File: config.mk
export PLATFORM = sky130hd
export DESIGN_NAME = snail_stream_gen
export DESIGN_NICKNAME = d
export VERILOG_FILES = /design/src/rtl/snail_stream_gen.sv
export SDC_FILE = /design/constraint.sdc
export NUM_CORES = 1
export LEC_CHECK = 0
export CAP_MARGIN = 20
export CELL_PAD_IN_SITES_DETAIL_PLACEMENT = 0
export CELL_PAD_IN_SITES_GLOBAL_PLACEMENT = 1
export CORE_ASPECT_RATIO = 1.5
export CORE_UTILIZATION = 30
export DETAILED_ROUTE_END_ITERATION = 8
export GPL_TIMING_DRIVEN = 0
export PLACE_DENSITY_LB_ADDON = 0.1
export SYNTH_ARGS = -nofsm -noshare
export SYNTH_HDL_FRONTEND = slang
export SYNTH_SLANG_ARGS = --single-unit
File: constraint.sdc
create_clock -name clk -period 2.1 [get_ports clk]
set_clock_uncertainty 0.05 [all_clocks]
set_input_delay 0.315 -clock clk [delete_from_list [all_inputs] [get_ports clk]]
set_output_delay 0.315 -clock clk [all_outputs]
set_load 0.03 [all_outputs]
File: src/rtl/snail_stream_gen.sv
// snail_stream_gen: bit-serial stimulus source for the snail pattern detectors.
// Accepts a parallel word over a valid/ready handshake and shifts it out
// MSB-first, optionally repeating it with a single idle cycle between passes.
module snail_stream_gen #(
    parameter int WIDTH = 8,
    parameter int REP_W = 4
) (
    input  logic             clk,
    input  logic             reset,
    input  logic             load_valid,
    output logic             load_ready,
    input  logic [WIDTH-1:0] data,
    input  logic [REP_W-1:0] repeat_cnt,
    output logic             number,
    output logic             bit_valid,
    output logic             busy,
    output logic             done
);

    // A one-bit word still needs a one-bit counter, so clamp the width at 1.
    localparam int CNT_W = (WIDTH > 1) ? $clog2(WIDTH) : 1;
    localparam logic [CNT_W-1:0] LAST_BIT = CNT_W'(WIDTH - 1);

    typedef enum logic [1:0] {
        IDLE  = 2'd0,
        SHIFT = 2'd1,
        GAP   = 2'd2,
        DONE  = 2'd3
    } state_t;

    state_t           state;
    state_t           next_state;
    logic [WIDTH-1:0] shift_reg;
    logic [WIDTH-1:0] saved_word;
    logic [CNT_W-1:0] bit_cnt;
    logic [REP_W-1:0] pass_cnt;

    // State register; reset returns to IDLE without ever passing through DONE.
    always_ff @(posedge clk or negedge reset) begin
        if (!reset) begin
            state <= IDLE;
        end else begin
            state <= next_state;
        end
    end

    // Next-state decode and Moore outputs, derived only from state and registers.
    always_comb begin
        next_state = state;
        load_ready = 1'b0;
        number     = 1'b0;
        bit_valid  = 1'b0;
        busy       = 1'b0;
        done       = 1'b0;
        case (state)
            IDLE: begin
                load_ready = 1'b1;
                if (load_valid) begin
                    next_state = SHIFT;
                end
            end
            SHIFT: begin
                number    = shift_reg[WIDTH-1];
                bit_valid = 1'b1;
                busy      = 1'b1;
                if (bit_cnt == '0) begin
                    next_state = (pass_cnt != '0) ? GAP : DONE;
                end
            end
            GAP: begin
                busy       = 1'b1;
                next_state = SHIFT;
            end
            DONE: begin
                done       = 1'b1;
                next_state = IDLE;
            end
            default: begin
                next_state = IDLE;
            end
        endcase
    end

    // Datapath: capture on accept, shift during SHIFT, reload the saved word in GAP.
    always_ff @(posedge clk or negedge reset) begin
        if (!reset) begin
            shift_reg  <= '0;
            saved_word <= '0;
            bit_cnt    <= '0;
            pass_cnt   <= '0;
        end else begin
            case (state)
                IDLE: begin
                    if (load_valid) begin
                        shift_reg  <= data;
                        saved_word <= data;
                        pass_cnt   <= repeat_cnt;
                        bit_cnt    <= LAST_BIT;
                    end
                end
                SHIFT: begin
                    shift_reg <= shift_reg << 1;
                    if (bit_cnt != '0) begin
                        bit_cnt <= bit_cnt - CNT_W'(1);
                    end else if (pass_cnt != '0) begin
                        pass_cnt <= pass_cnt - REP_W'(1);
                    end
                end
                GAP: begin
                    shift_reg <= saved_word;
                    bit_cnt   <= LAST_BIT;
                end
                default: begin
                    shift_reg <= shift_reg;
                end
            endcase
        end
    end

endmodule

==> results by group <==
Status
  – Status: complete, but fails checks
  – Failing checks: design-rule violations

Final layout
  – Fill cells: 452
  – Fin nets: 186
  – Non-Filler Instances: 208
  – Layout area overhead: 24.45%
  – Fraction of layout cells with a size suffix above 1: 0.1605
  – Diodes inserted: 0

Routing
  – Vias: 1100
  – DR pass1 iterations: 6
  – DRC: 2
  – Routed vias/inst: 5.288
  – Post-DRT Antenna Nets: 0
  – DRT iter0 DRCs: 43
  – DR WL/cell: 15.36 µm
  – Drt total wl: 3195 µm

GRT
  – Total track usage: 0.1515
  – GR met1 Demand/Resource: 0.1873
  – Most Crowded Layer GR: met2
  – Met3 Use GR: 0.01982
  – Largest net degree at the start of global routing: 19
  – Initial antenna violation count: 0
  – Vias in the first global route: 1208
  – GR Overflow Total: 0
  – Met2 Track Usage GR: 0.2631
  – First-pass GRT wire length: 5706 µm

Die
  – Die width: 57.31 µm
  – Row cnt: 29
  – Die Area: 4868 µm²
  – Initial Util: 0.3187
  – Die Y: 84.96 µm
  – Core area: 4318 µm²
  – I/O pin cnt: 20

Logic synthesis
  – Top cell type's share of synthesized area: 0.4545
  – Yosys Warn Count: 0
  – Post-Syn Nets: 161
  – Post-synthesis sequential area ratio: 0.4545
  – Synth top area cells: dfrtp_1, ha_1, o21ai_0, mux2_2, nand2_1
  – Async SR Flop Fraction: 1.000
  – Post-synthesis register bit count: 25
  – Synth top cells by count: dfrtp_1, nand2_1, o21ai_0
  – Post-synth top area cell: dfrtp_1
  – Mapped Cells: 138
  – Syn Area/Cell: 9.973 µm²
  – Cell area after synthesis: 1376 µm²
  – EDFF count, synth: 0
  – Count leader, synth: dfrtp_1
  – Yosys cell types: 33
  – Post-synth top flop: dfrtp_1

Setup path
  – WP buf/inv: 2
  – FF-to-FF End: bit_cnt[1]
  – Crit-path max cell delay: 450 ps
  – CP endpoint: busy
  – CP required: 1740 ps
  – Crit end category: output pin
  – R2r setup slk: 230 ps
  – Crit path DAT: 1650 ps
  – Worst Setup SP: state[0]
  – Slowest cell on crit path: dfrtp_1
  – Crit path kind: flop to output pin
  – Register-to-Register Path Depth: 6
  – Crit path max-delay family: buffers and inverters
  – CP Max Fanout: 8
  – Crit path cell chain: inv_1, ha_2, clkdlybuf4s15_1
  – RR Startpoint: state[0]
  – CP startpoint kind: flop
  – WP depth: 3

Pwr
  – Peak supply drop: 0.0007707 V
  – Power Density: 1561 nW/µm²
  – Pleak: 0.7377 nW

Clock tree
  – Root Buffer: clkbuf_8
  – # hold bufs at CTS: 0
  – Clk slew on worst S/H paths: 90 ps
  – CTS buffer count: 3
  – TritonCTS clock tree: built
  – Total setup buffers inserted after CTS: 0
  – H-tree lvl count: 1
  – Max Buffers Root-to-Sink: 2
  – Clk Latency, worst-skew pair: 270 ps
  – CTS Sinks: 25

Run
  – # Max-Cap Violations: 0

STA
  – Max-Slew Margin vs Limit: 0.6832
  – Final Slew Violations: 0
  – Final hold slack: 311.9 ps
  – Post-route clock period utilization: 0.9584
  – Worst slew pin tran: 473.7 ps
  – Final Setup Violations: 0
  – Final WS setup: 87.38 ps
  – Final Hold Viols: 0
  – F_max: 496.9 MHz
  – Tmin final: 2013 ps

Place
  – Port bufs: 19
  – Placed cell count: 204
  – Setup slack after placement: -158.9 ps
  – RePlAce Congestion: 0.7596
  – Detail Placement HPWL: 2340 µm

Worst hold path
  – Path category of the worst min-delay check: primary input to asynchronous set/reset pin
==> cell usage in the layout (no fill, tap or decap), types with 6 or more instances in the layout <==
cell	netlist	final
o21ai_0	18	18
inv_1	9	8
mux2_2	8	8
nand2_1	21	21
ha_1	8	6
dfrtp_1	25	25
a22oi_1	7	7
clkdlybuf4s50_1	0	15
==> power breakdown <==
| group | leakage (nW) | internal [mW] | switching (mW) |
|---|---|---|---|
| Combinational | 0.424 | 0.646 | 0.861 |
| Clock | 0.0228 | 0.136 | 0.157 |
| Sequential | 0.291 | 0.720 | 0.152 |
==> area by class of cell <==
class	instances	area, µm²	share of cell area
repair buffers	20	216.5	0.1264
plain buffers	6	43.79	0.02557
inverters	9	33.78	0.01972
clock buffers	4	45.04	0.02630
flip-flops and latches	25	625.6	0.3652
well taps	46	57.56	0.03360
multi-input cells	98	690.7	0.4032
==> metrics by stage <==
step	total power, mW	cell area (µm²)	utilization	TNS [ps]
6_report	2.673	1713	0.3967	0
5_1_grt	2.928	1713	0.3967	-10.02
4_1_cts	2.683	1699	0.3935	0
3_5_place_dp	2.403	1652	0.3825	-158.9
3_3_place_gp	2.356	1624	0.3761	-153.7
2_1_floorplan	1.936	1376	-	0
==> timing repair <==
item                       CTS  global route
resized for setup            8             4
pin swaps                    0             0
gates cloned                 0             0
hold endpoints to repair     0             0
setup endpoints to repair    4             2
==> layer usage <==
layer | wire, µm | vias up | part of all wire
li1 | - | 531 | -
met1 | 1378 | 546 | 0.43
met2 | 1679 | 18 | 0.53
met3 | 85 | 5 | 0.027
met4 | 53 | 0 | 0.017
met5 | 0 | - | 0
==> worst min-delay path by stage <==
stage / end / slack, ps / depth (start not counted)
finish: saved_word[5] / 310 / 1
detailed placement: bit_cnt[1] / 430 / 1
CTS: saved_word[5] / 320 / 1
global placement: shift_reg[3] / 420 / 2
floorplan: bit_cnt[0] / -30 / 0
global route: saved_word[5] / 330 / 1
==> kinds of logic after synthesis <==
kind of cell | share of synthesized area
mux | 0.09546
flops | 0.4545
simple gates | 0.1428
compound gates | 0.1800
buf+inv | 0.05454
fa+ha+maj | 0.07273
(Power assumes the default switching activity.)
